## config.mk

```make
export PLATFORM = sky130hd
export DESIGN_NAME = freq_div_ctrl
export DESIGN_NICKNAME = d
export VERILOG_FILES = /design/src/rtl/freq_div_ctrl.sv
export SDC_FILE = /design/constraint.sdc
export NUM_CORES = 1
export LEC_CHECK = 0
export ABC_AREA = 1
export CORE_UTILIZATION = 45
export CTS_BUF_LIST = sky130_fd_sc_hd__clkbuf_8 sky130_fd_sc_hd__clkbuf_16
export DETAILED_ROUTE_END_ITERATION = 12
export GPL_TIMING_DRIVEN = 1
export PLACE_DENSITY_LB_ADDON = 0.1
export SYNTH_ARGS = -nofsm -noshare
export SYNTH_HDL_FRONTEND = slang
export SYNTH_SLANG_ARGS = --single-unit
```

## constraint.sdc

```tcl
create_clock -name i_clk_in -period 3.8 [get_ports i_clk_in]
set_input_delay 0.38 -clock i_clk_in [delete_from_list [all_inputs] [get_ports i_clk_in]]
set_output_delay 0.38 -clock i_clk_in [all_outputs]
set_load 0.01 [all_outputs]
```

## src/rtl/freq_div_ctrl.sv

```systemverilog
// Runtime-programmable 50 % duty clock divider (N >= 2, odd or even) with
// glitch-free ratio updates at period boundaries and clean start/stop from an enable.
module freq_div_ctrl #(
    parameter int CNT_W       = 8,
    parameter int DEFAULT_DIV = 3
) (
    input  logic             i_clk_in,
    input  logic             i_rstn,
    input  logic             i_en,
    input  logic             i_cfg_valid,
    input  logic [CNT_W-1:0] i_cfg_div,
    output logic             o_cfg_ready,
    output logic             o_cfg_err,
    output logic             o_clk_out,
    output logic             o_busy,
    output logic             o_wrap
);

    typedef enum logic [1:0] {
        S_IDLE = 2'd0,
        S_RUN  = 2'd1,
        S_PEND = 2'd2
    } state_t;

    localparam logic [CNT_W-1:0] DIV_RST = CNT_W'(DEFAULT_DIV);
    localparam logic [CNT_W-1:0] ONE     = CNT_W'(1);
    localparam logic [CNT_W-1:0] TWO     = CNT_W'(2);

    state_t           r_state;
    state_t           w_state_nxt;
    logic [CNT_W-1:0] r_div;
    logic [CNT_W-1:0] r_pend_div;
    logic [CNT_W-1:0] r_cnt;
    logic [CNT_W-1:0] w_div_nxt;
    logic [CNT_W-1:0] w_pend_nxt;
    logic [CNT_W-1:0] w_cnt_nxt;
    logic             r_en;
    logic             r_p;
    logic             r_n;
    logic             r_err;
    logic             w_p_nxt;
    logic             w_accept;
    logic             w_legal;
    logic             w_at_wrap;
    logic             w_ready;

    assign w_ready   = (r_state != S_PEND);
    assign w_accept  = i_cfg_valid && w_ready;
    assign w_legal   = (i_cfg_div >= TWO);
    assign w_at_wrap = (r_cnt == (r_div - ONE));

    // State register. The enable is registered first, so the divided clock
    // starts one cycle after the edge that samples i_en.
    // NOTE: sequential state uses non-blocking assignments so every register
    // sees pre-edge values regardless of process ordering.
    always_ff @(posedge i_clk_in or negedge i_rstn) begin
        if (!i_rstn) begin
            r_state <= S_IDLE;
            r_en    <= 1'b0;
        end else begin
            r_state <= w_state_nxt;
            r_en    <= i_en;
        end
    end

    // Next-state logic.
    // NOTE: defaults at the top of each combinational block keep every path
    // assigned, so no latches are inferred.
    always_comb begin
        w_state_nxt = r_state;
        case (r_state)
            S_IDLE: begin
                if (r_en) w_state_nxt = S_RUN;
            end
            S_RUN: begin
                if (w_at_wrap && !r_en)          w_state_nxt = S_IDLE;
                else if (w_accept && w_legal)    w_state_nxt = S_PEND;
            end
            S_PEND: begin
                if (w_at_wrap) w_state_nxt = r_en ? S_RUN : S_IDLE;
            end
            default: w_state_nxt = S_IDLE;
        endcase
    end

    // Datapath next values: ratio, pending ratio, period counter, phase.
    always_comb begin
        w_div_nxt  = r_div;
        w_pend_nxt = r_pend_div;
        w_cnt_nxt  = '0;
        case (r_state)
            S_IDLE: begin
                if (w_accept && w_legal) w_div_nxt = i_cfg_div;
            end
            S_RUN: begin
                // A request that lands on the final wrap before stopping is
                // loaded directly, as it would be after a PEND->IDLE exit.
                if (w_accept && w_legal) begin
                    if (w_at_wrap && !r_en) w_div_nxt  = i_cfg_div;
                    else                    w_pend_nxt = i_cfg_div;
                end
                w_cnt_nxt = w_at_wrap ? '0 : (r_cnt + ONE);
            end
            S_PEND: begin
                if (w_at_wrap) w_div_nxt = r_pend_div;
                w_cnt_nxt = w_at_wrap ? '0 : (r_cnt + ONE);
            end
            default: begin
                w_cnt_nxt = '0;
            end
        endcase
        // floor(N/2) serves both parities: the odd half-cycle comes from r_n.
        w_p_nxt = (w_state_nxt != S_IDLE) && (w_cnt_nxt < (w_div_nxt >> 1));
    end

    always_ff @(posedge i_clk_in or negedge i_rstn) begin
        if (!i_rstn) begin
            r_div      <= DIV_RST;
            r_pend_div <= DIV_RST;
            r_cnt      <= '0;
            r_p        <= 1'b0;
            r_err      <= 1'b0;
        end else begin
            r_div      <= w_div_nxt;
            r_pend_div <= w_pend_nxt;
            r_cnt      <= w_cnt_nxt;
            r_p        <= w_p_nxt;
            r_err      <= w_accept && !w_legal;
        end
    end

    // Half-cycle extension of the high phase for odd ratios.
    always_ff @(negedge i_clk_in or negedge i_rstn) begin
        if (!i_rstn) r_n <= 1'b0;
        else         r_n <= r_p;
    end

    // Outputs.
    always_comb begin
        o_cfg_ready = w_ready;
        o_busy      = (r_state != S_IDLE);
        o_wrap      = (r_state != S_IDLE) && w_at_wrap;
        o_cfg_err   = r_err;
        o_clk_out   = r_p | (r_n & r_div[0]);
    end

endmodule
```

; ---- Yosys cells after proc, flatten, opt, wreduce, memory -nomap -nowiden
; Index checks and enable logic that the tools add are counted.
[op_classes]
mux = 13
reduce_logical = 15
n_eq_ne = 8
addsub = 2
bitwise = 3
n_lt_le_gt_ge = 2
[ops]
columns = cell, count
row1 = 8-bit two-way mux, 6
row2 = 8-bit case mux with 3 select lines, 1
row3 = 2-bit inequality test (second input constant), 5
row4 = 8-bit by 1-bit adder with 8-bit output (second input constant), 1
row5 = 8-bit equality test, 1
row6 = 8-bit by 2-bit greater-or-equal comparator with 1-bit output (second input constant), 1
row7 = 8-bit by 7-bit less-than comparator with 1-bit output, 1
row8 = 2-bit two-way mux, 4
row9 = 8-bit by 1-bit subtractor with 8-bit output (second input constant), 1
row10 = 1-bit logical AND, 6
row11 = 2-bit case mux with 3 select lines, 1
row12 = 5-bit AND reduction, 1
row13 = 2-bit nonzero test, 2
row14 = 3-bit AND reduction, 1
row15 = 3-bit nonzero test, 1
row16 = 2-bit by 1-bit equality test with 1-bit output (second input constant), 1
row17 = 2-bit equality test (second input constant), 1
row18 = 1-bit zero test, 2
row19 = 2-bit zero test, 1
row20 = 2-bit OR reduction, 1
row21 = 1-bit AND, 1
row22 = 1-bit two-way mux, 1
row23 = 1-bit inverter, 1
row24 = 1-bit OR, 1
[word_totals]
in_bits = 12
wordCells = 52
ff_bits = 30
output_inout_bits = 5

; ---- Depth between registers and ports, before layout
[depth]
depth_word = 8
ltp_mapped = 23
ltp_nobuf = 22

==> key figures <==
Power
  • Peak supply drop: 0.0004301 V
  • Power Density: roughly 760 mW/mm2
  • Leakage Power: 0.001352 uW

Synth
  • Synth area leaders: dfrtp_1 27%, nand2_1 12%, inv_1 7.5%
  • Largest area contributor in the netlist: dfrtp_1
  • Sequential share of the synthesized area: 32.95%
  • Syn_nets: roughly 350
  • Synth Area per Inst: ~7.1 um2
  • Synth cell count leaders: 76 x nand2_1, 46 x inv_1, 30 x nor2_1, 27 x nand3_1, 25 x dfrtp_1
  • Netlist cell types: 42
  • Post-synth EDFFs: 0
  • Most frequent cell after synthesis: nand2_1
  • Synth Flop Type: dfrtp_1
  • Synth warn: 0
  • Cell area after synthesis: 0.002293 mm2
  • Area share of the largest cell type after synthesis: 27.28%
  • Syn Inst Count: 322
  • Async SR Flop Fraction: 100.0%
  • Synthesis-stage register bit count: 30

Detailed routing
  • Final ANT Viol Nets: 0
  • Initial DRC count: 170
  • Drt pass-1 iters: 4
  • WL final: around 5.6 mm
  • Via count: between 2000 and 2500
  • Drt drc: 0
  • Avg WL per Cell: about 14 um
  • Via/cell ratio: 5.157

Final layout
  • Final nets: 364
  • ANT cells: 0
  • Fill count: 510
  • Multi-input gate area: 0.001289 mm2
  • Layout cells sized above 1: about an eighth
  • Area growth syn-to-layout: 13.58%
  • FF/Latch Area: around 760 um2

Critical path
  • CP max FO: 1
  • Startpoint Class: flip-flop
  • Worst endpoint required time: between 3 and 4 ns
  • Worst setup EP type: primary output
  • Worst EP arrival: 3.21 ns
  • Setup Crit Path Kind: flip-flop to primary output

Placed design
  • Port bufs: 16
  • GPL Wtd Cong: 0.8690
  • HPWL Detailed: 4.324 mm

Floorplan
  • Die W: between 70 and 80 um
  • Core Area: 0.004817 mm2
  • Row count: 25
  • Die Y: 73.39 um
  • Initial Utilization: 47.61%
  • Die ar.: 0.005386 mm2
  • IO Count: 17

STA
  • Worst slew pin tran: between 0.4 and 0.5 ns
  • Final hold viol count: 0
  • Clock Skews: 0.007934 ns
  • Finish-stage setup viols: 0
  • Rel. slew slack: a little over 70%
  • Slew Viols, Final: 0
  • Hold slack: 0.4666 ns
  • Setup TNS: 0 ns
  • RSZ-0062 raised after global routing: false

Clock network
  • Worst-Skew Late Latency: about 0.29 ns
  • Hold buffer count at CTS: 0
  • Worst-path clk slew: 0.06 ns
  • Resize count post-CTS: 0
  • Longest Clk Path Bufs: 2
  • CTS sink cnt: 30
  • CTS H-tree depth: 2
  • CTS tree: done
  • CTS Buf Count: 5
  • Post CTS Setup Buffer Count: 0
  • CTS Root Buffer Type: clkbuf_8

Global routing
  • Gr ovfl total: 0
  • Largest net degree at the start of global routing: 30
  • Initial antenna violation count: 0
  • Vias in the first global route: approximately 2000
  • First-pass GRT wire length: 9.363 mm
  • Global Route Usage Sum: approximately a quarter

Outcome
  • Outcome: finished, final reports clean

Worst hold path
  • Worst Hold Class: flip-flop to flip-flop

Run
  • Max Cap Violations: 0
[kinds of logic after synthesis]
family | count (synthesis) | share of synthesized area [%]
AND/OR/NAND/NOR | 160 | 33.22
buffers and inverters | 63 | 10.86
AO/OA/AOI/OAI | 50 | 13.75
flip-flops | 30 | 32.95
adder cells (fa/ha/maj) | 12 | 6.546
XOR/XNOR | 7 | 2.673
[final cells by class]
type,count,area share (%)
repair buffers,18,6.724
multi-input cells,229,49.47
clock inverters,2,0.3362
clock buffers,6,3.170
flip-flops and latches,30,29.01
inverters,56,8.069
well taps,67,3.218
[through the flow]
step           total power (uW)  instances  worst slack (ns)  cell area [um2]  util (%)
2_1_floorplan              1442        322            0.9779             2293         -
3_3_place_gp               1710        400            0.5222             2514     52.18
3_5_place_dp               1718        400            0.5196             2514     52.18
4_1_cts                    2003        408            0.2005             2605     54.08
5_1_grt                    2188        408            0.1548             2605     54.08
6_report                   1992        408            0.2113             2605     54.08
[final timing paths]
check / start / end / slack [ns] / depth (start not counted)
hold reg to reg: r_pend_div[0] / r_pend_div[0] / 0.47 / 2
hold / removal: r_pend_div[0] / r_pend_div[0] / 0.47 / 2
max in group asynchronous: i_rstn / r_n / 1.47 / 1
setup reg to reg: r_div[0] / r_p / 0.53 / 17
min in group asynchronous: i_rstn / r_pend_div[6] / 0.69 / 2
setup / recovery: r_n / o_clk_out / 0.21 / 2
[critical path, cell delays in order (launching register included)]
cell and delay (ns):
dfrtn_1 0.39, a21o_1 0.11, clkdlybuf4s50_1 0.52
[power breakdown]
part           internal [uW]  switching [uW]
logic                    423             734
clock network            143             126
registers                452             114
[state kept, by name, summed over array words and instances, names as in the netlist]
register / count
r_p: 1
o_cfg_err: 1
r_en: 1
r_div: 8
r_cnt: 8
r_n: 1
r_state: 2
r_pend_div: 8
[layout by cell type (no fill, tap or decap), types with 3 or more instances in the layout]
cell type and n:
o221ai_1 3, a21oi_1 9, o21ai_1 7, o211ai_1 8, or2_2 3, dfstp_2 4
inv_2 9, nor2_1 30, nand2_1 76, xor2_1 5, nor3_1 3, nand3_1 27
clkbuf_8 6, o21ai_0 14, inv_1 47, a211oi_1 3, dfrtp_1 25, ha_1 12
clkdlybuf4s50_1 16, nand2_2 5
[layer usage]
| metal | GRT usage (%) | vias up | wire (um) |
|---|---|---|---|
| met5 | 0 | - | 0 |
| li1 | - | 1070 | - |
| met3 | 5.487 | 13 | 314 |
| met1 | 31.36 | 973 | 2627 |
| met4 | 10.47 | 0 | 150 |
| met2 | 36.01 | 48 | 2480 |
(Power assumes the default switching activity.)
